File: src/rtl/ads8556_emu.sv
`default_nettype none
// ============================================================================
//  Module   : ads8556_emu
//  Purpose  : Device-side model of one ADS8556 six-channel ADC on its
//             parallel interface. Answers CONVST with BUSY, returns six
//             patterned 16-bit results on successive RD strobes and captures
//             two-word configuration writes.
//  Revision : 1.0  initial release
// ============================================================================
module ads8556_emu #(
   parameter int unsigned BUSY_CYCLES = 150,
   parameter logic [15:0] CH_STEP     = 16'h1000
) (
   input  logic        clk,
   input  logic        rst_n,
   input  logic        ads8556_conv,
   input  logic        ads8556_csn,
   input  logic        ads8556_rdn,
   input  logic        ads8556_wrn,
   input  logic        ads8556_reset,
   output logic        ads8556_busy,
   input  logic [15:0] ads8556_data_i,
   output logic [15:0] ads8556_data_o,
   output logic        ads8556_data_oe,
   input  logic        pattern_mode,
   input  logic [15:0] const_val,
   output logic [31:0] cfg_reg,
   output logic [15:0] conv_count,
   output logic        conv_miss
);

   localparam logic [15:0] c_busy_last = 16'(BUSY_CYCLES - 1);
   localparam int          c_nch       = 6;

   typedef enum logic [0:0] {
      S_IDLE = 1'b0,
      S_CONV = 1'b1
   } state_t;

   // synchronizer chains (bit 1 is the synced value)
   logic [1:0]  conv_sync_q, csn_sync_q, rdn_sync_q, wrn_sync_q, rst_sync_q;
   logic [15:0] data_meta_q, data_sync_q;
   // previous synced values for edge detection
   logic        conv_prev_q, csn_prev_q, rdn_prev_q, wrn_prev_q;

   state_t      state_q, state_d;
   logic [15:0] cnt_q, cnt_d;
   logic [15:0] sample_q [c_nch];
   logic [2:0]  ptr_q;
   logic [15:0] count_q;
   logic        miss_q;
   logic        widx_q;
   logic [15:0] hold_q;
   logic [31:0] cfg_q;
   logic        oe_q;
   logic [15:0] dout_q;

   logic        w_conv_s, w_csn_s, w_rdn_s, w_wrn_s, w_dev_rst;
   logic        w_conv_rise, w_rd_rise, w_wr_rise, w_oe_d;
   logic        w_conv_done, w_miss_set;
   logic [15:0] w_pat [c_nch];

   assign w_conv_s  = conv_sync_q[1];
   assign w_csn_s   = csn_sync_q[1];
   assign w_rdn_s   = rdn_sync_q[1];
   assign w_wrn_s   = wrn_sync_q[1];
   assign w_dev_rst = rst_sync_q[1];

   // Chip select is judged by its pre-edge value so that csn and rdn/wrn
   // rising together still count as a strobe.
   assign w_conv_rise = w_conv_s & ~conv_prev_q;
   assign w_rd_rise   = w_rdn_s & ~rdn_prev_q & ~csn_prev_q;
   assign w_wr_rise   = w_wrn_s & ~wrn_prev_q & ~csn_prev_q;
   assign w_oe_d      = ~w_csn_s & ~w_rdn_s;

   // Two-flop synchronizers and edge-detect history for all host pins
   always_ff @(posedge clk or negedge rst_n) begin
      if (!rst_n) begin
         conv_sync_q <= 2'b00;
         csn_sync_q  <= 2'b11;
         rdn_sync_q  <= 2'b11;
         wrn_sync_q  <= 2'b11;
         rst_sync_q  <= 2'b00;
         data_meta_q <= '0;
         data_sync_q <= '0;
         conv_prev_q <= 1'b0;
         csn_prev_q  <= 1'b1;
         rdn_prev_q  <= 1'b1;
         wrn_prev_q  <= 1'b1;
      end else begin
         conv_sync_q <= {conv_sync_q[0], ads8556_conv};
         csn_sync_q  <= {csn_sync_q[0], ads8556_csn};
         rdn_sync_q  <= {rdn_sync_q[0], ads8556_rdn};
         wrn_sync_q  <= {wrn_sync_q[0], ads8556_wrn};
         rst_sync_q  <= {rst_sync_q[0], ads8556_reset};
         data_meta_q <= ads8556_data_i;
         data_sync_q <= data_meta_q;
         conv_prev_q <= w_conv_s;
         csn_prev_q  <= w_csn_s;
         rdn_prev_q  <= w_rdn_s;
         wrn_prev_q  <= w_wrn_s;
      end
   end

   // Conversion FSM state and busy counter registers
   always_ff @(posedge clk or negedge rst_n) begin
      if (!rst_n) begin
         state_q <= S_IDLE;
         cnt_q   <= '0;
      end else begin
         state_q <= state_d;
         cnt_q   <= cnt_d;
      end
   end

   // Next-state logic: device reset dominates any CONVST edge
   always_comb begin
      state_d     = state_q;
      cnt_d       = cnt_q;
      w_conv_done = 1'b0;
      w_miss_set  = 1'b0;
      if (w_dev_rst) begin
         state_d = S_IDLE;
         cnt_d   = '0;
      end else begin
         case (state_q)
            S_IDLE: begin
               if (w_conv_rise) begin
                  state_d = S_CONV;
                  cnt_d   = '0;
               end
            end
            S_CONV: begin
               if (w_conv_rise) w_miss_set = 1'b1;
               if (cnt_q == c_busy_last) begin
                  state_d     = S_IDLE;
                  cnt_d       = '0;
                  w_conv_done = 1'b1;
               end else begin
                  cnt_d = cnt_q + 16'd1;
               end
            end
            default: begin
               state_d = S_IDLE;
               cnt_d   = '0;
            end
         endcase
      end
   end

   // Pattern generator: ramp uses the pre-increment conversion count
   always_comb begin
      for (int k = 0; k < c_nch; k++) begin
         w_pat[k] = pattern_mode ? (const_val + 16'(k))
                                 : (count_q + 16'(k) * CH_STEP);
      end
   end

   // Sample bank, read pointer, conversion counter and miss flag
   always_ff @(posedge clk or negedge rst_n) begin
      if (!rst_n) begin
         for (int k = 0; k < c_nch; k++) sample_q[k] <= '0;
         ptr_q   <= '0;
         count_q <= '0;
         miss_q  <= 1'b0;
      end else begin
         if (w_dev_rst) begin
            for (int k = 0; k < c_nch; k++) sample_q[k] <= '0;
            ptr_q <= '0;
         end else if (w_conv_done) begin
            sample_q <= w_pat;
            ptr_q    <= '0;
         end else if (w_rd_rise) begin
            ptr_q <= (ptr_q == 3'd5) ? 3'd0 : ptr_q + 3'd1;
         end
         if (w_conv_done) count_q <= count_q + 16'd1;
         if (w_miss_set)  miss_q  <= 1'b1;
      end
   end

   // Two-word configuration capture: high word held, low word commits
   always_ff @(posedge clk or negedge rst_n) begin
      if (!rst_n) begin
         widx_q <= 1'b0;
         hold_q <= '0;
         cfg_q  <= '0;
      end else if (w_dev_rst) begin
         widx_q <= 1'b0;
         hold_q <= '0;
         cfg_q  <= '0;
      end else if (w_wr_rise) begin
         if (!widx_q) hold_q <= data_sync_q;
         else         cfg_q  <= {hold_q, data_sync_q};
         widx_q <= ~widx_q;
      end
   end

   // Read bus: enable registered from synced strobes, data holds when idle
   always_ff @(posedge clk or negedge rst_n) begin
      if (!rst_n) begin
         oe_q   <= 1'b0;
         dout_q <= '0;
      end else begin
         oe_q <= w_oe_d;
         if (w_oe_d) dout_q <= sample_q[ptr_q];
      end
   end

   assign ads8556_busy    = (state_q == S_CONV);
   assign ads8556_data_o  = dout_q;
   assign ads8556_data_oe = oe_q;
   assign cfg_reg         = cfg_q;
   assign conv_count      = count_q;
   assign conv_miss       = miss_q;

endmodule
`default_nettype wire

File: config.mk
export PLATFORM = sky130hd
export DESIGN_NAME = ads8556_emu
export DESIGN_NICKNAME = d
export VERILOG_FILES = /design/src/rtl/ads8556_emu.sv
export SDC_FILE = /design/constraint.sdc
export NUM_CORES = 1
export LEC_CHECK = 0
export CAP_MARGIN = 20
export CELL_PAD_IN_SITES_DETAIL_PLACEMENT = 2
export CELL_PAD_IN_SITES_GLOBAL_PLACEMENT = 2
export CORE_ASPECT_RATIO = 0.6
export CORE_MARGIN = 2
export CORE_UTILIZATION = 25
export DETAILED_ROUTE_END_ITERATION = 12
export GPL_ROUTABILITY_DRIVEN = 0
export MAX_ROUTING_LAYER = met4
export PLACE_DENSITY_LB_ADDON = 0.1
export SKIP_CTS_REPAIR_TIMING = 1
export SYNTH_ARGS = -nofsm -noshare
export SYNTH_HDL_FRONTEND = slang
export SYNTH_SLANG_ARGS = --single-unit
File: constraint.sdc
create_clock -name clk -period 2.7 [get_ports clk]
set_input_delay 0.54 -clock clk [delete_from_list [all_inputs] [get_ports clk]]
set_output_delay 0.54 -clock clk [all_outputs]
set_load 0.01 [all_outputs]
==> impl_metrics.json <==
{
  "final_nets": 1352,
  "vias_per_cell": 4.95,
  "synth_area_um2": 11600,
  "grt_overflow": 0,
  "clock_sinks": 239,
  "ir_worst_vdd_uv": 372,
  "grt_start_max_net_pins": 66,
  "crit_path_end_kind": "output pin",
  "wl_per_cell_um": 23.3,
  "synth_fp_nets": 1226,
  "wirelength_mm": 45.4,
  "drc_errors": 0,
  "die_area_um2": 48400,
  "diodes": 0,
  "synth_common_cells": "dfrtp_1 (230), nand2_1 (205), a21oi_1 (83)",
  "clkPwrFrac_pct": 45.3,
  "io_buffer_count": 106,
  "hold_slack_ps": 346,
  "p_leak_uw": 0.00607,
  "p_int_uw": 6050,
  "die_w_um": 283,
  "power_frac_seq_pct": 45.6,
  "cp_max_fo": 7,
  "core-area_um2": 46100,
  "instances_no_fill": 1945,
  "cts_max_level": 1,
  "slowest_delay_ps": 650,
  "min_path_type": "flop to flop",
  "ys_warn_count": 0,
  "clock_tree.root_cell": "clkbuf_16",
  "die_y_um": 171,
  "cts_tree": "built",
  "first_pass_iters": 5,
  "min-delay-start": "data_meta_q[0]$_DFF_PN0_",
  "grt_pass1_vias": 10200,
  "synth_area_leader_cell": "dfrtp_1",
  "power_uw": 8170,
  "critPathRequiredTime_ps": 2160,
  "fin_util_pct": 32.0,
  "layout_min_cycle_time_ps": 2380,
  "start_util_pct": 25.3,
  "cts_buffers": 26,
  "fmax_ghz": 0.421,
  "synth.most_common_cell": "dfrtp_1",
  "r2r_start": "cnt_q[1]$_DFFE_PN0P_",
  "path_buf_inv": 1,
  "pin_count": 107,
  "grt_pass1_wl_mm": 68.9,
  "setup-tns-final_ps": 0,
  "pwr-share-comb_pct": 9.1,
  "arrival_ps": 1840,
  "path_class": "flop to output pin",
  "drive_gt1_share_pct": 14.3,
  "dp.final_hpwl_mm": 32.7,
  "power_density_nw_per_um2": 554,
  "num_rows": 61,
  "grtUsageTotal_pct": 19.6,
  "synth-main-ff-cell": "dfrtp_1",
  "setup_viol": 0,
  "startpoint_type": "flop",
  "ant_nets": 0,
  "fin_skew_ps": 15.2,
  "ys_types": 62,
  "synthCells": 1171,
  "antenna_found_initial": 0,
  "cts_buffer_depth": 3,
  "area_growth_pct": 26.5,
  "placedCellCount": 1898,
  "largest_reg_flops": 90,
  "cp_top_family": "flip-flops",
  "r2r_slack_ps": 330,
  "max_cap_violations": 0,
  "nFillCells": 5036,
  "yosysSeqAreaShare_pct": 51.5,
  "worstSetupStartpoint": "conv_count[1]$_DFFE_PN0P_",
  "relSlewSlack_pct": 50.2,
  "final_hold_viol_count": 0,
  "vias": 9636,
  "ys_ff_latch": 239,
  "timing.final.crit_share_pct": 88.0,
  "worst_slew_pin_slew_ps": 748,
  "drt_first_iter_violations": 612,
  "async_flop_share_pct": 100,
  "clkTransAtPathRegs_ps": 70,
  "netlist_top_cells_area": "dfrtp_1 (49%), nand2_1 (6.6%), a21oi_1 (3.6%)",
  "report.final.slew_viol_count": 0,
  "synth_top_area_share_pct": 49.4,
  "synth_area_per_cell_um2": 9.94,
  "rsz0062_at_grt": "false",
  "outcome": "finished clean",
  "p_switching_uw": 2120,
  "swShare_pct": 26.0,
  "clk_latency_ps": 560,
  "worst_path_max_delay_cell": "dfrtp_1",
  "synth_edf_count": 0,
  "crit_chain": "clkdlybuf4s50_1"
}
-- metrics by stage --
stage / cell area (um^2) / setup slack, ps
floorplan: 11600 / 593
global placement: 13900 / -22.6
detailed placement: 13900 / -54.7
CTS: 14700 / 254
global route: 14700 / 130
finish: 14700 / 323
-- cell families after synthesis --
| family | count (synthesis) | share of synthesized area, % |
|---|---|---|
| fa+ha+maj | 15 | 1.61 |
| buf+inv | 123 | 4.28 |
| flops | 239 | 51.5 |
| simple gates | 429 | 18.4 |
| compound gates | 262 | 14.2 |
| xor+xnor | 42 | 3.16 |
| mux | 61 | 6.92 |
-- per-layer routing --
layer	share of wire [%]	routed length [um]	GRT usage, %	vias up
met5	0	0	-	-
li1	-	-	-	4420
met4	1.1	510	2.35	0
met3	3.6	1650	3.07	32
met1	55	24900	31.2	5058
met2	40	18400	26.1	126
-- area by class of cell --
class,instances,area [um^2],area share [%]
clock inverters,9,75.1,0.510
flip-flops and latches,239,5990,40.7
well taps,630,788,5.35
clock buffers,37,783,5.32
inverters,29,109,0.739
multi-input cells,809,5160,35.1
repair buffers,192,1820,12.3
-- cells in the final DEF (no fill, tap or decap), types with 28 or more instances in the layout --
master           netlist  final
nand3_1               41     41
a21oi_1               83     83
a22o_1                30     30
nor2_1                35     35
inv_1                 28     28
mux2i_1               31     31
nor3_1                35     35
o21ai_0               60     60
clkdlybuf4s50_1        0    104
buf_4                  1     77
nand2_1              205    205
dfrtp_1              230    228
-- worst paths after layout --
| path | to | depth (start not counted) |
|---|---|---|
| max | conv_count[1] | 1 |
| min | data_sync_q[0]$_DFF_PN0_ | 0 |
| max reg2reg | sample_q[38]$_DFFE_PN0P_ | 7 |
| min reg2reg | data_sync_q[0]$_DFF_PN0_ | 0 |
| max in group asynchronous | ads8556_data_o[9]$_DFFE_PN0P_ | 3 |
| min in group asynchronous | conv_count[12]$_DFFE_PN0P_ | 2 |
-- power groups by stage --
stage,combinational [uW],clock (uW),sequential (uW)
floorplan,303,0,3770
global placement,749,0,3790
detailed placement,757,0,3790
CTS,759,3850,3730
global route,819,3980,3730
finish,744,3700,3720
Note: power is estimated with default switching activity, not from simulation.
